--- config.mk ---
export PLATFORM = sky130hd
export DESIGN_NAME = timer_clk_div
export DESIGN_NICKNAME = d
export VERILOG_FILES = /design/src/rtl/timer_clk_div.sv
export SDC_FILE = /design/constraint.sdc
export NUM_CORES = 1
export LEC_CHECK = 0
export ABC_CLOCK_PERIOD_IN_PS = 1600
export CAP_MARGIN = 20
export CORE_AREA = 10 10 47 49
export DETAILED_ROUTE_END_ITERATION = 8
export DIE_AREA = 0 0 57 59
export HOLD_SLACK_MARGIN = 0.05
export SLEW_MARGIN = 20
export SYNTH_ARGS = -nofsm -noshare
export SYNTH_HDL_FRONTEND = slang
export SYNTH_SLANG_ARGS = --single-unit
--- constraint.sdc ---
create_clock -name sys_clk -period 1.6 [get_ports sys_clk]
set_input_delay 0.24 -clock sys_clk [delete_from_list [all_inputs] [get_ports sys_clk]]
set_output_delay 0.24 -clock sys_clk [all_outputs]
set_load 0.05 [all_outputs]
--- src/rtl/timer_clk_div.sv ---
// -----------------------------------------------------------------------------
// timer_clk_div
//
// Clock-select prescaler for the timer. It turns sys_clk into a one-cycle
// count-enable pulse (tmr_tick) at sys_clk/2, /4, /8 or /16. The ratio is
// chosen by tmr_cks. The block is gated by tmr_en and re-phased by
// tmr_restart.
//
// Build option:
//   TIMER_CKS_SYNC_EN  When defined, a tmr_cks change made while running is
//                      held back (cks_pend=1) until the current period ends.
//                      The switch then happens on the wrap edge, so no
//                      period is ever truncated.
//                      When undefined, a tmr_cks change re-phases the divider
//                      on the next edge, as a restart would, and cks_pend is
//                      held at 0.
//
// Ports:
//   sys_clk      system clock
//   sys_rst      synchronous, active-high reset
//   tmr_en       enables the divider
//   tmr_cks      divide select: 00=/2, 01=/4, 10=/8, 11=/16
//   tmr_restart  one-cycle pulse that re-phases the divider
//   tmr_tick     registered count-enable pulse, one sys_clk wide
//   cks_act      divide select currently in effect
//   cks_pend     a tmr_cks change is waiting for the period to end
//   div_cnt      divider phase (debug and verification)
//
// DIV_W must be at least 4 so that div_cnt can reach 15.
// -----------------------------------------------------------------------------
module timer_clk_div #(
    parameter int DIV_W = 4
) (
    input  logic             sys_clk,
    input  logic             sys_rst,
    input  logic             tmr_en,
    input  logic [1:0]       tmr_cks,
    input  logic             tmr_restart,
    output logic             tmr_tick,
    output logic [1:0]       cks_act,
    output logic             cks_pend,
    output logic [DIV_W-1:0] div_cnt
);

    typedef enum logic [1:0] {
        ST_IDLE = 2'd0,
        ST_RUN  = 2'd1
`ifdef TIMER_CKS_SYNC_EN
        , ST_PEND = 2'd2
`endif
    } state_t;

    state_t           state_reg, state_next;
    logic [DIV_W-1:0] div_cnt_reg, div_cnt_next;
    logic             tick_reg, tick_next;
    logic [1:0]       cks_act_reg, cks_act_next;
    logic             cks_pend_reg, cks_pend_next;

    // A terminal-count comparator for each ratio. The one that belongs to
    // the select in effect marks the last phase of the period, N-1.
    logic [3:0] wrap_hit;
    logic       at_wrap;

    genvar gi;
    generate
        for (gi = 0; gi < 4; gi++) begin : g_wrap
            assign wrap_hit[gi] = (div_cnt_reg == DIV_W'((2 ** (gi + 1)) - 1));
        end
    endgenerate

    assign at_wrap = wrap_hit[cks_act_reg];

    // Next-state logic. The priority order is:
    //   disable > restart > cks change > normal count.
    // Reset has the highest priority and is handled in the register block.
    always_comb begin
        state_next    = state_reg;
        div_cnt_next  = div_cnt_reg;
        tick_next     = 1'b0;
        cks_act_next  = cks_act_reg;
        cks_pend_next = cks_pend_reg;

        if (state_reg == ST_IDLE) begin
            // Stopped. The select in effect tracks the register, so the
            // enable edge starts with whatever value is present then.
            div_cnt_next  = '0;
            cks_act_next  = tmr_cks;
            cks_pend_next = 1'b0;
            if (tmr_en) begin
                state_next = ST_RUN;
            end
        end else if (!tmr_en) begin
            // Disable wins over a coincident wrap, so no tick is emitted.
            state_next    = ST_IDLE;
            div_cnt_next  = '0;
            cks_act_next  = tmr_cks;
            cks_pend_next = 1'b0;
        end else if (tmr_restart) begin
            // Re-phase. Any queued select change is applied here as well.
            state_next    = ST_RUN;
            div_cnt_next  = '0;
            cks_act_next  = tmr_cks;
            cks_pend_next = 1'b0;
        end else begin
`ifdef TIMER_CKS_SYNC_EN
            if (at_wrap) begin
                // Period boundary. Take whatever select is present now, so
                // the last write wins. If tmr_cks has gone back to the old
                // value, the ratio simply stays the same.
                state_next    = ST_RUN;
                div_cnt_next  = '0;
                tick_next     = 1'b1;
                cks_act_next  = tmr_cks;
                cks_pend_next = 1'b0;
            end else begin
                div_cnt_next = div_cnt_reg + DIV_W'(1);
                if ((state_reg == ST_RUN) && (tmr_cks != cks_act_reg)) begin
                    state_next    = ST_PEND;
                    cks_pend_next = 1'b1;
                end
            end
`else
            if (tmr_cks != cks_act_reg) begin
                // An immediate switch behaves exactly like a restart.
                div_cnt_next = '0;
                cks_act_next = tmr_cks;
            end else if (at_wrap) begin
                div_cnt_next = '0;
                tick_next    = 1'b1;
            end else begin
                div_cnt_next = div_cnt_reg + DIV_W'(1);
            end
`endif
        end
    end

    always_ff @(posedge sys_clk) begin
        if (sys_rst) begin
            state_reg    <= ST_IDLE;
            div_cnt_reg  <= '0;
            tick_reg     <= 1'b0;
            cks_act_reg  <= 2'b00;
            cks_pend_reg <= 1'b0;
        end else begin
            state_reg    <= state_next;
            div_cnt_reg  <= div_cnt_next;
            tick_reg     <= tick_next;
            cks_act_reg  <= cks_act_next;
            cks_pend_reg <= cks_pend_next;
        end
    end

    assign tmr_tick = tick_reg;
    assign cks_act  = cks_act_reg;
    assign cks_pend = cks_pend_reg;
    assign div_cnt  = div_cnt_reg;

endmodule
Word level (Yosys, flattened, before mapping)
Cells that the tools add are included.
{"block": "totals", "n_memories": 0, "ram_bits": 0, "in_bits": 6, "wordCells": 30, "register_bits": 9, "output_inout_bits": 8, "mem_bits_ro": 0, "latchBits": 0}
{"block": "op_classes", "multipliers": 0, "n_lt_le_gt_ge": 1, "reduce_logical": 4, "n_bitwise": 1, "add_sub_neg": 1, "mux": 11, "eq_ne": 8, "shift": 0, "n_div": 0}
{"cell": "two-way mux 2 bit", "n": 8}
{"cell": "OR reduction 6 bit", "n": 1}
{"cell": "OR reduction 5 bit", "n": 1}
{"cell": "adder 4 x 1 -> 4 bit (second input constant)", "n": 1}
{"cell": "equality test 4 x 1 -> 1 bit (second input constant)", "n": 1}
{"cell": "equality test 4 x 2 -> 1 bit (second input constant)", "n": 1}
{"cell": "equality test 4 x 3 -> 1 bit (second input constant)", "n": 1}
{"cell": "equality test 4 bit (second input constant)", "n": 1}
{"cell": "!= test 4 x 1 -> 1 bit (second input constant)", "n": 1}
{"cell": "less-than comparator 2 x 3 -> 1 bit (second input constant)", "n": 1}
{"cell": "!= test 3 x 1 -> 1 bit (second input constant)", "n": 1}
{"cell": "binary-select mux 1 bit (select 2 bit)", "n": 1}
{"cell": "logical NOT 2 bit", "n": 1}
{"cell": "two-way mux 1 bit", "n": 2}
{"cell": "!= test 2 bit", "n": 1}
{"cell": "!= test 2 bit (second input constant)", "n": 1}
{"cell": "AND reduction 2 bit", "n": 1}
{"cell": "NOT 1 bit", "n": 1}

Logic depth before layout (Yosys ltp)
{"block": "depth", "depth_word": 5, "mapped_depth": 6, "depth_no_buf": 6}

Least setup slack after synthesis
OpenSTA, ideal clock, no wires.
{"block": "synth_path", "path_kind": "reg2reg", "from": "register div_cnt_reg[1] (netlist: div_cnt[1])", "to": "register div_cnt_reg[2] (netlist: div_cnt[2])", "setup_ns": 0.078, "n_path_buf": 0, "path_slack_ns": 0.016, "stages_incl_launch_ff": 7, "synth_period_minus_slack_ns": 1.584, "required_time_ns": 1.522, "arrival_time_ns": 1.506, "path_cell_list": "dfxtp_1 -> inv_1 -> ha_1 -> nor2b_1 -> o21ai_0 -> nand2_1 -> nor3_1"}
{"block": "synth_between", "elab_chain_len": 4, "word_cells_on_any_way": 8, "cone_classes": "1 x add/sub; 4 x eq/ne; 2 x mux; 1 x reduce/logical"}
{"item": "start: declaration", "line_no": "54", "rtl": "logic [DIV_W-1:0] div_cnt_reg, div_cnt_next;"}
{"item": "start signal: assignment", "line_no": "146", "rtl": "div_cnt_reg <= div_cnt_next;"}
{"item": "equality test 4 x 1 -> 1 bit (tied with other cells)", "line_no": "67", "rtl": "assign wrap_hit[gi] = (div_cnt_reg == DIV_W'((2 ** (gi + 1)) - 1));"}
{"item": "binary-select mux 1 bit (select 2 bit)", "line_no": "71", "rtl": "assign at_wrap = wrap_hit[cks_act_reg];"}
{"item": "two-way mux 1 bit (implied by the code)", "line_no": "71"}
{"item": "OR reduction 6 bit (no source line)"}
Several ways; a longest one is shown, not always the timed one. The select of a mux whose other input is x is not followed.
A chain may end at the register's enable or synchronous reset.

Worst setup path after layout
{"block": "layout_path", "from": "register div_cnt_reg[0] (netlist: div_cnt[0])", "to": "register div_cnt_reg[3] (netlist: div_cnt[3])"}
Same word-level chain as after synthesis.

==> results_dict.tcl <==
set metrics [dict create \
    grt-ovfl-total 0 \
    crit_type "reg -> reg" \
    finalHoldViolations 0 \
    synth_edf_count 0 \
    timing.rr.end "div_cnt[3]" \
    synthTopCellsByArea "dfxtp_1 46%, xor2_1 7.6%, ha_1 7.2%" \
    grt_antenna_before_repair 0 \
    hp-start "div_cnt[0]" \
    cp_max_fo 5 \
    ys_types 18 \
    cts_setup_buffers 0 \
    totalWireLength_um 721 \
    ir_worst_vdd_v 0.000509 \
    cp_slowest_cell "dfxtp_1" \
    fmax_ghz 0.734 \
    synth-seq-cells 8 \
    port_buffers 12 \
    power_density_mw_per_mm2 822 \
    yosys_warnings 0 \
    layout-drive-gt1-share_pct 22.4 \
    rr_worst_depth 5 \
    cts_buffer_depth 2 \
    yosysTopAreaCell "dfxtp_1" \
    drcViolationCount 0 \
    yosysSeqAreaShare_pct 46.4 \
    vias 269 \
    syn_to_final_growth_pct 43.5 \
    synthArstFlopShare_pct 0 \
    cts_buffers 3 \
    r2r-start "div_cnt[0]" \
    cts.sinks 8 \
    min_path_type "reg -> reg" \
    syn_nets 43 \
    drtAntennaViolNets 0 \
    postSynthCellCount 35 \
    worst_slack_ps 237 \
    power.share.clock_pct 36.9 \
    required_ps 1770 \
    start_util_pct 24.6 \
    die-area_mm2 0.00336 \
    final_nets 59 \
    synth_area_um2 345 \
    p_leak_nw 0.219 \
    clk_latency_ps 250 \
    rsz0062_at_grt "false" \
    p_sw_share_pct 23.0 \
    htreeDepth 1 \
    cp-start-kind "register" \
    regToRegSetupSlack_ps 240 \
    slew_viol_final 0 \
    synth_top_area_share_pct 46.4 \
    clk_pin_slew_worst_paths_ps 50 \
    internal_power_mw 0.314 \
    period_minus_slack_ps 1360 \
    p_comb_share_pct 11.8 \
    largest_reg_flops 4 \
    setup_viol 0 \
    power.switching_mw 0.0936 \
    root_buffer "clkbuf_4" \
    fin_tns_setup_ps 0 \
    period_share_pct 85.2 \
    cts_hold_buf 0 \
    core_area_mm2 0.00140 \
    worstHoldPathCells 1 \
    status "completed" \
    vias_per_cell 4.14 \
    crit_path_end_kind "register" \
    cts_resized 0 \
    grt_pass1_vias 274 \
    dr.pass1.iters 2 \
    maxCapViolCount 0 \
    die_w_um 57 \
    grt_pass1_wl_mm 1.20 \
    p_seq_share_pct 51.3 \
    place_ws_ps 157 \
    io_pins 14 \
    track_usage_pct 4.72 \
    gp_congestion 0.754 \
    hold_end "div_cnt[0]" \
    die_h_um 59 \
    insertedDiodeCount 0 \
    worst_ep_arrival_time_ps 1530 \
    grt_max_degree 6 \
    max_stage_delay_ps 340 \
    synth_flop_cell "dfxtp_1" \
    cts_tree "yes" \
    syn_avg_cell_area_um2 9.87 \
    cp_cell_sequence "ha_1 > and2_0 > o21ai_0 > nand2_1 > nor3_1" \
    drt-initial-drc-count 2 \
    wl_per_cell_um 11.1 \
    rows 14 \
    finalClockSkew_ps 0.680 \
]
worst max path at each step:
stage | start | endpoint | slack (ps) | cells after the start
2_1_floorplan | div_cnt[1] | div_cnt[2] | 20 | 6
3_3_place_gp | tmr_cks[0] | div_cnt[3] | 150 | 5
3_5_place_dp | tmr_cks[0] | div_cnt[3] | 160 | 5
4_1_cts | div_cnt[0] | div_cnt[3] | 230 | 5
5_1_grt | div_cnt[0] | div_cnt[3] | 50 | 5
6_report | div_cnt[0] | div_cnt[3] | 240 | 5
kinds of logic after synthesis:
| kind of cell | count (synthesis) | synth area share (%) |
|---|---|---|
| AO/OA/AOI/OAI | 2 | 2.90 |
| adder cells (fa/ha/maj) | 2 | 7.25 |
| buffers and inverters | 2 | 3.26 |
| other | 1 | 1.09 |
| XOR/XNOR | 5 | 12.7 |
| AND/OR/NAND/NOR | 15 | 26.4 |
| flip-flops | 8 | 46.4 |
cells in the mapped netlist, types with 2 or more instances:
cell type / instances
dfxtp_1: 8
ha_1: 2
nor2b_1: 3
nor3_1: 5
xnor2_1: 2
xor2_1: 3
area by class of cell:
class                      instances  area [um2]
clock buffer                       3        22.5
timing repair buffer              12         115
inverter                           1        3.75
sequential                         8         160
tap                               16        20.0
fill                             157         906
multi-input combinational         25         174
metal layers:
layer / part of all wire [%] / track usage [%]
met5: 0 / 0
met4: 3.2 / 4.03
met3: 6.9 / 3.00
met2: 50 / 7.60
met1: 40 / 4.05
power by group through the flow:
stage               clock network (mW)  registers [mW]  logic, mW
finish                           0.150           0.209     0.0482
global route                     0.173           0.210     0.0515
CTS                              0.158           0.209     0.0488
detailed placement                   0           0.213     0.0487
global placement                     0           0.213     0.0488
floorplan                            0           0.222     0.0179
critical path, delay by kind of cell (launching register included):
| kind | cells | cell delay, ps |
|---|---|---|
| and+or+nand+nor | 3 | 500 |
| adders and majority gates | 1 | 260 |
| AOI/OAI and AO/OA | 1 | 190 |
| DFF | 1 | 340 |
stage by stage:
stage | power [mW] | instances | area (um2) | utilization [%] | hold slack (ps)
finish | 0.407 | 65 | 495 | 35.4 | 522
global route | 0.435 | 65 | 495 | 35.4 | 563
CTS | 0.416 | 65 | 495 | 35.4 | 532
detailed placement | 0.262 | 62 | 473 | 33.8 | 525
global placement | 0.262 | 62 | 473 | 33.8 | 521
floorplan | 0.240 | 35 | 345 | - | 312
placed cells by master, fill, tap and decap left out, types with 2 or more instances in the layout:
cell	n
clkdlybuf4s50_1	5
nor3_1	5
xor2_1	3
buf_4	6
clkbuf_4	3
xnor2_1	2
nor2b_1	3
dfxtp_1	8
ha_1	2
Note: power is estimated with default switching activity, not from simulation.
